--- config.mk ---
export PLATFORM = sky130hd
export DESIGN_NAME = ram_bist
export DESIGN_NICKNAME = d
export VERILOG_FILES = /design/src/rtl/ram_bist_pkg.sv /design/src/rtl/ram_bist_cmp.sv /design/src/rtl/ram_bist.sv
export SDC_FILE = /design/constraint.sdc
export NUM_CORES = 1
export LEC_CHECK = 0
export ABC_CLOCK_PERIOD_IN_PS = 5400
export CAP_MARGIN = 20
export CELL_PAD_IN_SITES_DETAIL_PLACEMENT = 1
export CELL_PAD_IN_SITES_GLOBAL_PLACEMENT = 1
export CORE_MARGIN = 2
export CORE_UTILIZATION = 43
export DETAILED_ROUTE_END_ITERATION = 6
export GPL_TIMING_DRIVEN = 0
export PLACE_DENSITY_LB_ADDON = 0.3
export SETUP_SLACK_MARGIN = 0.05
export SYNTH_ARGS = -nofsm -noshare
export SYNTH_HDL_FRONTEND = slang
export SYNTH_HIERARCHICAL = 1
export SYNTH_SLANG_ARGS = --single-unit
--- constraint.sdc ---
create_clock -name clk -period 5.4 [get_ports clk]
set_input_delay 0.54 -clock clk [delete_from_list [all_inputs] [get_ports clk]]
set_output_delay 0.54 -clock clk [all_outputs]
set_load 0.05 [all_outputs]
--- src/rtl/ram_bist_pkg.sv ---
// Shared definitions for the ram_bist march-test initiator: FSM state
// encoding and default geometry / data pattern.
package ram_bist_pkg;

  localparam int         DEF_AW      = 8;
  localparam int         DEF_DW      = 4;
  localparam int         DEF_CW      = 8;
  localparam logic [3:0] DEF_PATTERN = 4'b0101;

  typedef enum logic [2:0] {
    IDLE,
    WR0,
    RD0,
    WR1,
    RD1,
    FIN
  } state_t;

endpackage

--- src/rtl/ram_bist_cmp.sv ---
// One-stage read-compare pipeline for ram_bist. It captures the address and
// expected value of each read. It then compares them with the RAM's registered
// read data one cycle later. It reports a mismatch pulse and the failing
// address. It keeps no run state, so the FSM may move on while it drains.
module ram_bist_cmp #(
  parameter int AW = 8,
  parameter int DW = 4
) (
  input  logic          clk,
  input  logic          rst,
  input  logic          push,
  input  logic [AW-1:0] addr_in,
  input  logic [DW-1:0] exp_in,
  input  logic [DW-1:0] d_o,
  output logic          mismatch,
  output logic [AW-1:0] addr
);

  logic          vld_q;
  logic [DW-1:0] exp_q;

  // Delay each read's address/expected value to line up with the RAM data.
  always_ff @(posedge clk or posedge rst) begin
    if (rst) begin
      vld_q <= 1'b0;
      addr  <= '0;
      exp_q <= '0;
    end else begin
      // NOTE: non-blocking assignments let every register sample the
      // pre-edge values, so ordering inside the block cannot create races.
      vld_q <= push;
      addr  <= addr_in;
      exp_q <= exp_in;
    end
  end

  assign mismatch = vld_q && (d_o != exp_q);

endmodule

--- src/rtl/ram_bist.sv ---
// ram_bist: four-phase march self-test (write P, read P, write ~P, read ~P)
// for a single-port RAM with registered read data.
// Optional feature: define RAM_BIST_ABORT_EN to end the test at the first
// mismatch; the default build always runs the full march.
module ram_bist
  import ram_bist_pkg::*;
#(
  parameter int            AW      = DEF_AW,
  parameter int            DW      = DEF_DW,
  parameter int            CW      = DEF_CW,
  parameter logic [DW-1:0] PATTERN = DW'(DEF_PATTERN)
) (
  input  logic          clk,
  input  logic          rst,
  input  logic          start,
  output logic          busy,
  output logic          done,
  output logic          pass,
  output logic [AW-1:0] fail_addr,
  output logic [CW-1:0] err_count,
  output logic          w,
  output logic          r,
  output logic [AW-1:0] ad,
  output logic [DW-1:0] d_i,
  input  logic [DW-1:0] d_o
);

  state_t        state, state_n;
  logic          w_n, r_n, busy_n, done_n;
  logic [AW-1:0] ad_n;
  logic [DW-1:0] d_i_n;

  logic          mismatch;
  logic [AW-1:0] cmp_addr;
  logic          cnt_en, hit, accept, last;
  logic [CW-1:0] err_next;

  ram_bist_cmp #(.AW(AW), .DW(DW)) u_cmp (
    .clk      (clk),
    .rst      (rst),
    .push     (r),
    .addr_in  (ad),
    .exp_in   ((state == RD1) ? ~PATTERN : PATTERN),
    .d_o      (d_o),
    .mismatch (mismatch),
    .addr     (cmp_addr)
  );

`ifdef RAM_BIST_ABORT_EN
  // Only the first mismatch is counted; it also aborts the march.
  assign cnt_en = (err_count == '0);
`else
  assign cnt_en = 1'b1;
`endif

  assign hit    = mismatch && cnt_en;
  assign accept = (state == IDLE) && start;
  assign last   = (ad == {AW{1'b1}});

  // Saturating error count including this cycle's compare result.
  always_comb begin
    err_next = err_count;
    if (hit && (err_count != {CW{1'b1}})) err_next = err_count + CW'(1);
  end

  // Next state and next values of the registered RAM/handshake outputs.
  always_comb begin
    // NOTE: every variable gets a default first so no path leaves one
    // unassigned, which would otherwise infer a latch.
    state_n = state;
    w_n     = 1'b0;
    r_n     = 1'b0;
    ad_n    = ad;
    d_i_n   = d_i;
    busy_n  = busy;
    done_n  = 1'b0;
    unique case (state)
      IDLE: if (start) begin
        state_n = WR0;
        w_n     = 1'b1;
        ad_n    = '0;
        d_i_n   = PATTERN;
        busy_n  = 1'b1;
      end
      WR0: if (last) begin
        state_n = RD0; r_n = 1'b1; ad_n = '0; d_i_n = '0;
      end else begin
        w_n = 1'b1; ad_n = ad + AW'(1);
      end
      RD0: if (last) begin
        state_n = WR1; w_n = 1'b1; ad_n = '0; d_i_n = ~PATTERN;
      end else begin
        r_n = 1'b1; ad_n = ad + AW'(1);
      end
      WR1: if (last) begin
        state_n = RD1; r_n = 1'b1; ad_n = '0; d_i_n = '0;
      end else begin
        w_n = 1'b1; ad_n = ad + AW'(1);
      end
      RD1: if (last) begin
        state_n = FIN; ad_n = '0;
      end else begin
        r_n = 1'b1; ad_n = ad + AW'(1);
      end
      FIN: begin
        state_n = IDLE;
        busy_n  = 1'b0;
        done_n  = 1'b1;
      end
      default: state_n = IDLE;
    endcase
`ifdef RAM_BIST_ABORT_EN
    if (hit && (state inside {WR0, RD0, WR1, RD1})) begin
      state_n = FIN;
      w_n     = 1'b0;
      r_n     = 1'b0;
      ad_n    = '0;
      d_i_n   = '0;
    end
`endif
  end

  // State register and registered RAM/handshake outputs.
  always_ff @(posedge clk or posedge rst) begin
    if (rst) begin
      state <= IDLE;
      w     <= 1'b0;
      r     <= 1'b0;
      ad    <= '0;
      d_i   <= '0;
      busy  <= 1'b0;
      done  <= 1'b0;
    end else begin
      state <= state_n;
      w     <= w_n;
      r     <= r_n;
      ad    <= ad_n;
      d_i   <= d_i_n;
      busy  <= busy_n;
      done  <= done_n;
    end
  end

  // Result registers: clear on start, count mismatches, capture first fail.
  always_ff @(posedge clk or posedge rst) begin
    if (rst) begin
      err_count <= '0;
      fail_addr <= '0;
      pass      <= 1'b0;
    end else if (accept) begin
      err_count <= '0;
      fail_addr <= '0;
      pass      <= 1'b0;
    end else begin
      err_count <= err_next;
      if (hit && (err_count == '0)) fail_addr <= cmp_addr;
      if (state == FIN) pass <= (err_next == '0);
    end
  end

endmodule
Word-level counts from Yosys, hierarchy flattened
Cells that the tools add are included.
{ "word_totals": {"ff_bits": 49, "inputBits": 7, "output_inout_bits": 33, "elab_cells": 76} }
{ "classes": {"add_sub_neg": 2, "n_eq_ne": 14, "n_mux": 28, "n_reduce_logical": 19} }
{ "op_table": {"columns": ["op", "count"], "rows": [
  ["2-to-1 mux 8 bit", 6],
  ["adder 8 x 1 -> 8 bit, second input constant", 2],
  ["logical NOT 8 bit", 2],
  ["2-to-1 mux 4 bit", 4],
  ["case mux 8 bit (2 select lines)", 1],
  ["2-to-1 mux 3 bit", 5],
  ["case mux 3 bit (5 select lines)", 1],
  ["case mux 4 bit (3 select lines)", 1],
  ["inequality test 2 bit, second input constant", 5],
  ["== test 8 bit, second input constant", 1],
  ["inequality test 8 bit, second input constant", 1],
  ["nonzero test 2 bit", 4],
  ["2-to-1 mux 1 bit", 7],
  ["== test 3 x 2 -> 1 bit, second input constant", 2],
  ["== test 3 bit, second input constant", 2],
  ["AND reduction 5 bit", 1],
  ["logical AND 1 bit", 4],
  ["inequality test 4 bit", 1],
  ["case mux 1 bit (2 select lines)", 2],
  ["AND reduction 2 bit", 2],
  ["AND reduction 4 bit", 1],
  ["OR reduction 2 bit", 2],
  ["OR reduction 4 bit", 1],
  ["== test 3 x 1 -> 1 bit, second input constant", 1],
  ["other kinds (4)", 4]
]} }

Longest topological paths before layout
Gate-level depths: netlist of the first run.
{ "logic_depth": {"ltp_word": 7, "mapped_depth": 7, "mapped_depth_nobuf": 7} }

By module
Netlist of the first run, hierarchy kept.
{ "modules_own_cells": {"columns": ["module", "instances", "cells_each", "area_per_inst_um2", "seq_area_each_um2"], "rows": [
  ["ram_bist", 1, 182, 1795.5, 850.8],
  ["ram_bist_cmp", 1, 19, 375.4, 325.3]
]} }

Least setup slack after synthesis of the first run
OpenSTA, ideal clock, no wires.
{ "synth_path": {"path_type": "input -> register", "start": "input d_o[3]", "end": "register pass", "setup_time_ns": 0.076, "t_arrival_ns": 1.913, "required_time_ns": 5.324, "setup_slack_ns": 3.410, "path_stages": 7, "n_path_buf": 0, "cell_sequence": "xor2_1 o41a_1 and3_1 nand3_1 mux2i_1 o2111ai_1 o21ai_1"} }
{ "synth_between": {"elab_chain_cells": 7} }
{ "synth_lines": {"columns": ["item", "line_no", "source"], "rows": [
  ["start, declared", "ram_bist.sv:25", "input logic [DW-1:0] d_o"],
  ["inequality test 4 bit", "ram_bist_cmp.sv:37", "assign mismatch = vld_q && (d_o != exp_q);"],
  ["logical AND 1 bit", "ram_bist_cmp.sv:37", null],
  ["via hit", "ram_bist.sv:35", "logic cnt_en, hit, accept, last;"],
  ["logical AND 1 bit", "ram_bist.sv:63", "if (hit && (err_count != {CW{1'b1}})) err_next = err_count + CW'(1);"],
  ["2-to-1 mux 8 bit", "ram_bist.sv:63", null],
  ["logical NOT 8 bit", "ram_bist.sv:157", "if (state == FIN) pass <= (err_next == '0);"],
  ["2-to-1 mux 1 bit", "ram_bist.sv:157", null],
  ["2-to-1 mux 1 bit", "ram_bist.sv:150", "end else if (accept) begin"],
  ["end signal, assigned", "ram_bist.sv:157", null],
  ["end, declared", "ram_bist.sv:18", "output logic pass,"]
]} }
The timed path passes the listed nets, and every way through them passes these cells. The select of a mux whose other input is x is not followed.
A chain may end at the register's enable or synchronous reset.

Worst setup path after layout of the first run
Ends and elaborated chain as after synthesis.

==> summary.txt, run 1 <==
Floorplan
  • Core footprint: 4790 µm²
  • Die Span X: 75.1 µm
  • Die footprint: around 5600 µm²
  • IO Count: 40
  • Starting density of the core: 0.454
  • Number of cell rows: 25
  • Die height: 75.1 µm

Clock tree
  • H-tree Lvls: 2
  • CTS buffer count: 5
  • CTS tree: done
  • Clock Tree Buf Depth: 2
  • TritonCTS sink count: 47
  • Worst-Skew Late Latency: 0.30 ns
  • Clock transition at path regs: ~0.090 ns
  • Clock Tree Root: clkbuf_8
  • Post-CTS Hold Buffers: 0
  • Postcts setup bufs: 0
  • # resized after CTS: 0

Cells and area
  • Synthesis-to-finish area growth: 27.2%
  • Combined area of the multi-input logic cells: 903 µm²
  • # fillers: between 500 and 600
  • Fraction of layout cells with a size suffix above 1: 0.104
  • Nets@finish: 258
  • Most common cell after layout, fill and taps aside: dfrtp_1
  • Storage cell area: 1180 µm²
  • Antenna Cells: 0
  • Most frequent cells in the layout: 47 x dfrtp_1, 39 x clkdlybuf4s50_1, 23 x nor2_1, 13 x nand2_1, 12 x mux2i_1

Critical path
  • CP Max Fanout: 5
  • FF-to-FF path depth: 7
  • CP Class: input port to flop
  • Start of the worst register-to-register path: u_cmp/exp_q[3]$_DFF_PP0_
  • CP startpoint kind: input port
  • Worst Path Arrival: ~2.5 ns
  • Crit. End Element: flop
  • Reg2reg setup slack: roughly 3.4 ns
  • WP data required: 5.63 ns
  • Critical Path Source: d_o[3]

Placed design
  • Port Buf Inserts: 39
  • Final GP Congestion: just under 0.8
  • HPWL after detailed placement: 3790 µm
  • Pre-CTS WS: 2.80 ns

Min path
  • Hold crit path type: flop to flop
  • WHS Path Cells: 0
  • Hold Startpoint: r$_DFF_PP0_

STA
  • Maximum operating frequency: around 430 MHz
  • TNS Setup: 0 ns
  • Fin crit share: 0.426
  • Max Slew Vio Count: 0
  • Final min period: 2.30 ns
  • Worst Tran Pin Value: 0.700 ns
  • Final hold vios: 0
  • Slew Limit Headroom: 0.533
  • # setup viols final: 0
  • Final setup margin: between 3 and 4 ns
  • Skew final: 0.00456 ns
  • Unrepaired setup endpoints after global routing: false

Pwr
  • Pwr Density: between 200 and 300 nW/µm²
  • Sequential power share: 0.520
  • Combinational share of power: 0.229
  • Pleak: ~1.3 nW
  • Maximum vdd drop: 0.238 mV
  • Power share of the clock group: 0.252
  • NetSw: 279 µW
  • Switching share of power: 0.338
  • Internal: around 550 µW

Synthesis
  • Sequential area share after synthesis: 0.542
  • Distinct cells, synth: 43
  • Post-synthesis cell count: roughly 200
  • Synth Area per Inst: 10.8 µm²
  • #FFs+latches synth: 47
  • EDFF count, synth: 0
  • Syn nets: 211
  • Share of synthesized registers carrying an async set or reset: 1.00
  • Dominant register cell in the synthesized netlist: dfrtp_1
  • Yosys warnings: 6
  • Post-Syn Area: 2170 µm²

Route
  • Initial DRC Count: 64
  • First-pass DRT Iterations: 4
  • Post-Route WL: 4930 µm
  • ANT nets after route: 0
  • Drt drc: 0
  • DR vias/cell: 5.19
  • DR vias: 1640
  • Wire per inst: roughly 16 µm

Run
  • Number of max-cap violations: 0

Global routing
  • Gr ovfl total: 0
  • Initial antenna violation count: 0
  • Largest net degree at the start of global routing: 21
  • Vias in the first global route: 1665
  • Total GRT Usage: 0.196
  • Global-route wire length before repair: 8160 µm

Run status
  • Status: finished clean
## worst max-delay path, stage by stage
cell and delay [ns]:
clkdlybuf4s50_1 0.41, xor2_1 0.15, o41a_1 0.52, and4_1 0.28, o21ai_1 0.10, xor2_1 0.23
nand3_1 0.13, o21ai_1 0.15
## cell usage after synthesis, types with 2 or more instances
cell      number  area, µm²
dfrtp_1       47       1180
nor2_1        23       86.3
nand2_1       13       48.8
mux2i_1       12        120
inv_1          9       33.8
nand3_1        9       45.0
xor2_1         8       70.1
o21ai_0        7       35.0
xnor2_1        7       61.3
o21ai_1        5       25.0
a21o_1         4       30.0
a21oi_1        4       20.0
buf_2          4       20.0
buf_4          4       30.0
nor3_1         4       20.0
and3_1         3       18.8
ha_1           3       37.5
nand2b_1       3       18.8
and4_1         2       17.5
nand2_2        2       12.5
nand3b_1       2       15.0
nand4_1        2       12.5
nor2b_1        2       12.5
nor4_1         2       12.5
nor4b_1        2       17.5
## kinds of logic (layout without fill, tap and decap cells)
group	count (synthesis)	after routing	share of synthesized area
fa+ha+maj	3	3	0.0173
buf+inv	19	67	0.0421
xor+xnor	15	15	0.0605
flops	47	47	0.542
simple gates	73	73	0.176
compound gates	31	31	0.100
mux	13	13	0.0617
## through the flow
| step | std cells | power [mW] | hold slack [ns] | util | instance area, µm² |
|---|---|---|---|---|---|
| floorplan | 201 | 0.553 | 0.417 | - | 2170 |
| global placement | 307 | 0.618 | 0.361 | 0.553 | 2650 |
| detailed placement | 308 | 0.626 | 0.361 | 0.558 | 2670 |
| CTS | 316 | 0.836 | 0.382 | 0.577 | 2760 |
| global route | 316 | 0.866 | 0.390 | 0.577 | 2760 |
| finish | 316 | 0.825 | 0.379 | 0.577 | 2760 |
## cell type report
| cell class | instances | share of cell area |
|---|---|---|
| repair buffers | 40 | 0.151 |
| well taps | 67 | 0.0304 |
| flip-flops and latches | 47 | 0.426 |
| clock inverters | 3 | 0.00725 |
| plain buffers | 9 | 0.0195 |
| inverters | 10 | 0.0136 |
| clock buffers | 5 | 0.0249 |
| multi-input cells | 135 | 0.327 |
## state kept, by name (all words and copies together) (netlist names), 2 cells and up
signal	cells
ad	8
d_i	2
err_count	8
fail_addr	8
state	3
u_cmp/addr	8
u_cmp/exp_q	4
## power by group through the flow
stage | Sequential [mW] | Clock (mW) | Combinational, mW
final | 0.428 | 0.208 | 0.189
after detailed placement | 0.436 | 0 | 0.190
after global routing | 0.435 | 0.230 | 0.202
after global placement | 0.434 | 0 | 0.184
after CTS | 0.430 | 0.215 | 0.191
after floorplan | 0.491 | 0 | 0.0622
## final timing paths
| kind | end |
|---|---|
| max in group asynchronous | fail_addr[0]$_DFFE_PP0P_ |
| worst max-delay path | pass$_DFFE_PP0P_ |
| worst min-delay path | u_cmp/vld_q$_DFF_PP0_ |
| worst max register to register | pass$_DFFE_PP0P_ |
| worst min register to register | u_cmp/vld_q$_DFF_PP0_ |
| min in group asynchronous | u_cmp/exp_q[0]$_DFF_PP0_ |
## layer usage
| metal | track usage | routed length, µm |
|---|---|---|
| met1 | 0.246 | 2120 |
| met2 | 0.339 | 2590 |
| met3 | 0.0415 | 155 |
| met4 | 0.0595 | 57 |
| met5 | 0 | 0 |
No activity file was read; power rests on OpenSTA's default activity.
==> inputs of run 2 (changes only) <==
- ABC_CLOCK_PERIOD_IN_PS: 5400 -> 1850
- CORE_UTILIZATION: 43 -> 36
- clock period: 5.4 -> 1.85 ns (I/O delays scaled with it)
==> summary.txt, run 2 (synthesized netlist as in run 1, its figures left out) <==
STA
  • Final hold vios: 0 (unchanged)
  • Worst Tran Pin Value: 0.536 ns (-0.164 ns)
  • Skew final: 0.00750 ns (+0.00294 ns)
  • Slew Limit Headroom: 0.642 (+0.109)
  • Unrepaired setup endpoints after global routing: true
  • Max Slew Vio Count: 0 (unchanged)
  • Fin crit share: 1.03
  • Final setup margin: -0.0613 ns (-3.16 ns)
  • # setup viols final: 4 (+4)
  • Final min period: around 1.9 ns
  • TNS Setup: -0.130 ns (-0.130 ns)
  • Min Hold Slack: 0.244 ns (-0.135 ns)
  • Maximum operating frequency: 523 MHz

Global routing
  • Gr ovfl total: 0 (unchanged)
  • Total GRT Usage: 0.169 (-0.0272)
  • Initial antenna violation count: 0 (unchanged)
  • Largest net degree at the start of global routing: 24 (+14%)
  • Global-route wire length before repair: 8550 µm (+4.7%)
  • Vias in the first global route: 1797 (+7.9%)

Critical path
  • Start of the worst register-to-register path: u_cmp/exp_q[0]$_DFF_PP0_
  • R2r endpoint: pass$_DFFE_PP0P_
  • Max incr delay on CP: 0.49 ns (-0.03 ns)
  • Crit. End Element: flop
  • Critical Path Source: u_cmp/exp_q[0]$_DFF_PP0_
  • CP Max Fanout: 4 (-1)
  • Slowest-stage cell, CP: o41a_1
  • Worst setup endpoint: pass$_DFFE_PP0P_
  • Worst Path Arrival: 2.13 ns (-0.40 ns)
  • CP startpoint kind: flop
  • CP Class: flop to flop
  • FF-to-FF path depth: 7 (unchanged)
  • WP data required: 2.07 ns (-3.56 ns)
  • Reg2reg setup slack: -0.06 ns (-3.42 ns)
  • Worst-path cell chain: xor2_1 > o41a_1 > and3_4 > nand3_2 > mux2i_2 > o2111ai_2 > o21ai_1

Floorplan
  • Die Span X: 81.7 µm (+8.8%)
  • Die height: 81.7 µm (+8.8%)
  • Starting density of the core: 0.369 (-0.0848)
  • IO Count: 40 (unchanged)
  • Number of cell rows: 28 (+12%)
  • Die footprint: 6670 µm² (+18%)
  • Core footprint: 5890 µm² (+23%)

Cells and area
  • Antenna Cells: 0 (unchanged)
  • Most common cell after layout, fill and taps aside: dfrtp_1
  • Final Cell Area: 2910 µm² (+5.3%)
  • Most frequent cells in the layout: 42 x dfrtp_1, 26 x clkdlybuf4s50_1, 20 x nor2_1, 12 x nand2_1, 10 x mux2i_1
  • Nets@finish: 265 (+2.7%)
  • Synthesis-to-finish area growth: 33.9%
  • Fin cells: 331 (+4.7%)
  • Fraction of layout cells with a size suffix above 1: 0.207 (+0.103)

Placed design
  • Port Buf Inserts: 39 (unchanged)
  • Placed cell count: 316 (+2.6%)
  • Final GP Congestion: 0.775 (-2.3%)
  • HPWL after detailed placement: 3620 µm (-4.4%)
  • Placement Cell Area: 2680 µm² (+0.28%)

Route
  • DR vias: 1696 (+3.4%)
  • Wire per inst: 15.6 µm (-0.27%)
  • Drt drc: 0 (unchanged)
  • First-pass DRT Iterations: 4 (unchanged)
  • DR vias/cell: 5.12 (-1.3%)
  • Initial DRC Count: 20 (-69%)
  • Post-Route WL: 5150 µm (+4.5%)
  • ANT nets after route: 0 (unchanged)

Pwr
  • Maximum vdd drop: 0.767 mV (+220%)
  • Total design power: 2.40 mW (+190%)
  • Pleak: 1.49 nW (+12%)
  • Pwr Density: 824 nW/µm² (+180%)

Clock tree
  • CTS tree: done
  • Post-CTS Hold Buffers: 0 (unchanged)
  • Clock Tree Root: clkbuf_8
  • Clock Tree Buf Depth: 2 (unchanged)
  • Clock transition at path regs: 0.09 ns (about the same)
  • Worst-Skew Late Latency: 0.30 ns (about the same)
  • TritonCTS sink count: 47 (unchanged)
  • CTS buffer count: 5 (unchanged)
  • H-tree Lvls: 2 (unchanged)

Run
  • Number of max-cap violations: 0 (unchanged)

Run status
  • Status: finished with violations
  • Failing checks: setup timing

Min path
  • Hold crit path type: input port to asynchronous set/reset pin
[run 2: worst min path at each step]
stage / startpoint / end / slack (ns) / cells after the start
6_report: rst / ad[7]$_DFFE_PP0P_ / 0.24 / 2
3_5_place_dp: r$_DFF_PP0_ / u_cmp/vld_q$_DFF_PP0_ / 0.37 / 0
4_1_cts: rst / r$_DFF_PP0_ / 0.27 / 2
5_1_grt: rst / ad[7]$_DFFE_PP0P_ / 0.30 / 2
3_3_place_gp: r$_DFF_PP0_ / u_cmp/vld_q$_DFF_PP0_ / 0.36 / 0
2_1_floorplan: rst / u_cmp/addr[0]$_DFF_PP0_ / 0.06 / 1
[run 2: area by class of cell]
cell class	instances	area [µm²]
Sequential cell	47	1180
Fill cell	661	2980
Timing Repair Buffer	47	480
Buffer	9	55.1
Clock inverter	1	5.00
Multi-Input combinational cell	135	977
Tap cell	75	93.8
Inverter	10	37.5
Clock buffer	7	76.3
[run 2: worst max-delay path: cells and delay by family (launching register included)]
kind | cells | cell delay (ns)
and+or+nand+nor | 2 | 0.27
xor gates and xnor gates | 1 | 0.15
muxes | 1 | 0.26
DFF | 1 | 0.38
AOI/OAI and AO/OA | 3 | 0.77
[run 2: timing repair]
| item | 4_1_cts | 5_1_grt |
|---|---|---|
| setup endpoints to repair | 17 | 26 |
| resized for setup | 18 | 17 |
| buffers inserted | 6 | 1 |
| pin swaps | 10 | 7 |
[run 2: routing by layer]
layer	vias up	GRT usage	routed length, µm
met1	857	0.216	2280
li1	796	-	-
met5	-	0	0
met3	11	0.0297	158
met2	32	0.284	2600
met4	0	0.0683	116
[run 2: where the power goes]
group / switching, mW / internal [mW] / total (mW)
clock: 0.323 / 0.266 / 0.589
sequential: 0.122 / 1.14 / 1.26
combinational: 0.355 / 0.191 / 0.547
total: 0.800 / 1.60 / 2.40
[run 2: through the flow]
step	setup slack, ns	util
floorplan	0.0562	-
global placement	-0.400	0.452
detailed placement	-0.420	0.455
CTS	-0.0792	0.485
global route	-0.146	0.494
finish	-0.0613	0.494
==> inputs of run 3 (changes only) <==
- PLACE_DENSITY: default -> 0.71
- PLACE_DENSITY_LB_ADDON: 0.3 -> default
==> summary.txt, run 3 (synthesized netlist as in run 1, its figures left out) <==
Clock tree
  • CTS tree: done
  • CTS buffer count: 5 (unchanged)
  • Clock Tree Root: clkbuf_8
  • Post-CTS Hold Buffers: 0 (unchanged)
  • Clock Tree Buf Depth: 2 (unchanged)
  • TritonCTS sink count: 47 (unchanged)
  • H-tree Lvls: 2 (unchanged)
  • Worst-Skew Late Latency: 0.30 ns (about the same)
  • Clock transition at path regs: 0.08 ns (about the same)

Cells and area
  • Antenna Cells: 0 (unchanged)
  • Nets@finish: 266 (+0.38%)
  • Combined area of the multi-input logic cells: 1000 µm² (+2.4%)
  • Most common cell after layout, fill and taps aside: dfrtp_1
  • Most frequent cells in the layout: 42 x dfrtp_1, 26 x clkdlybuf4s50_1, 21 x nor2_1, 13 x nand2_1, 10 x mux2i_1
  • Final Cell Area: 3000 µm² (+3.3%)
  • Fraction of layout cells with a size suffix above 1: 0.210 (+0.00309)
  • Storage cell area: 1180 µm² (unchanged)
  • Synthesis-to-finish area growth: 38.3%
  • # fillers: 666 (+0.76%)

Placed design
  • Port Buf Inserts: 39 (unchanged)
  • HPWL after detailed placement: 3510 µm (-3.0%)
  • Pre-CTS WS: -0.425 ns (-0.00565 ns)
  • Final GP Congestion: 0.760 (-2.0%)
  • Placement Cell Area: 2690 µm² (+0.28%)

Pwr
  • Pleak: 1.51 nW (+1.1%)
  • Internal: 1.87 mW (+17%)
  • Power share of the clock group: 0.329 (+0.083)
  • Pwr Density: 893 nW/µm² (+8.4%)
  • Maximum vdd drop: 0.679 mV (-11%)
  • Switching share of power: 0.304 (-0.0294)
  • Sequential power share: 0.469 (-0.057)
  • Total design power: 2.68 mW (+12%)
  • Combinational share of power: 0.203 (-0.025)
  • NetSw: 817 µW (+2.1%)

Global routing
  • Largest net degree at the start of global routing: 24 (unchanged)
  • Gr ovfl total: 0 (unchanged)
  • Total GRT Usage: 0.167 (-0.00125)
  • Initial antenna violation count: 0 (unchanged)
  • Vias in the first global route: 1682 (-6.4%)
  • Global-route wire length before repair: 8360 µm (-2.2%)

Critical path
  • Worst Path Arrival: 2.13 ns (about the same)
  • Crit. End Element: flop
  • Critical Path Source: u_cmp/exp_q[0]$_DFF_PP0_
  • CP startpoint kind: flop
  • Start of the worst register-to-register path: u_cmp/exp_q[0]$_DFF_PP0_
  • CP Class: flop to flop
  • WP data required: 2.08 ns (about the same)
  • CP Max Fanout: 4 (unchanged)

STA
  • Final min period: 1.90 ns (-0.0139 ns)
  • Slew Limit Headroom: 0.626 (-0.0165)
  • Fin crit share: 1.03 (-0.00751)
  • Maximum operating frequency: 527 MHz (+0.73%)
  • Final hold vios: 0 (unchanged)
  • Max Slew Vio Count: 0 (unchanged)
  • # setup viols final: 3 (-1)
  • Unrepaired setup endpoints after global routing: true
  • TNS Setup: -0.0916 ns (+0.0382 ns)
  • Min Hold Slack: 0.252 ns (+0.00782 ns)
  • Skew final: 0.00300 ns (-0.00450 ns)
  • Worst Tran Pin Value: 0.561 ns (+0.0247 ns)
  • Final setup margin: -0.0474 ns (+0.0139 ns)

Floorplan
  • Core footprint: 5890 µm² (unchanged)
  • Die footprint: 6670 µm² (unchanged)
  • Starting density of the core: 0.369 (unchanged)
  • Die height: 81.7 µm (unchanged)
  • IO Count: 40 (unchanged)
  • Number of cell rows: 28 (unchanged)
  • Die Span X: 81.7 µm (unchanged)

Route
  • DR vias/cell: 5.00 (-2.5%)
  • Drt drc: 0 (unchanged)
  • DR vias: 1659 (-2.2%)
  • Post-Route WL: 5190 µm (+0.70%)
  • First-pass DRT Iterations: 4 (unchanged)
  • Wire per inst: 15.6 µm (+0.40%)
  • ANT nets after route: 0 (unchanged)
  • Initial DRC Count: 66 (+230%)

Run status
  • Status: finished with violations
  • Failing checks: setup timing

Min path
  • Hold crit path type: input port to asynchronous set/reset pin

Run
  • Number of max-cap violations: 0 (unchanged)
run 3: final cells by class:
| cell class | count | area share |
|---|---|---|
| plain buffers | 9 | 0.0183 |
| clock inverters | 2 | 0.0200 |
| flip-flops and latches | 47 | 0.394 |
| repair buffers | 48 | 0.167 |
| clock buffers | 6 | 0.0242 |
| multi-input cells | 135 | 0.333 |
| inverters | 10 | 0.0125 |
| well taps | 75 | 0.0313 |
run 3: layer usage:
| metal | wire length (µm) | vias up | share of wire | track usage |
|---|---|---|---|---|
| met3 | 156 | 5 | 0.030 | 0.0363 |
| met2 | 2670 | 27 | 0.51 | 0.282 |
| met4 | 48 | 0 | 0.0093 | 0.0400 |
| met5 | 0 | - | 0 | 0 |
| li1 | - | 795 | - | - |
| met1 | 2310 | 832 | 0.45 | 0.221 |
run 3: worst max-delay path: stages, from the launching register on:
cell	delay (ns)
dfrtp_1	0.38
xor2_1	0.14
o41a_1	0.50
buf_4	0.18
buf_6	0.11
o21ai_4	0.07
and3_4	0.21
o2111ai_2	0.09
o21ai_1	0.13
run 3: final timing paths:
kind	slack, ns	depth (start not counted)	to
worst max register to register	-0.05	8	pass$_DFFE_PP0P_
max in group asynchronous	1.07	3	ad[2]$_DFFE_PP0P_
worst min register to register	0.38	0	u_cmp/vld_q$_DFF_PP0_
min in group clk	0.38	0	u_cmp/vld_q$_DFF_PP0_
worst max-delay path	-0.05	8	pass$_DFFE_PP0P_
worst min-delay path	0.25	2	u_cmp/exp_q[3]$_DFF_PP0_
run 3: power groups by stage:
stage	Clock, mW	Combinational (mW)	Sequential (mW)
floorplan	0	0.181	1.44
global placement	0	0.540	1.27
detailed placement	0	0.554	1.28
CTS	0.908	0.547	1.25
global route	0.957	0.594	1.28
finish	0.882	0.544	1.26
run 3: per-stage QoR:
step	util	std cells
after global placement	0.452	315
after floorplan	-	201
after detailed placement	0.457	316
after CTS	0.495	331
final	0.510	332
after global routing	0.510	332
run 3: repair_timing:
item,4_1_cts,5_1_grt
resized for setup,19,19
setup buffers,7,1
hold endpoints to repair,0,0
setup endpoints to repair,20,23
pin swaps,10,9
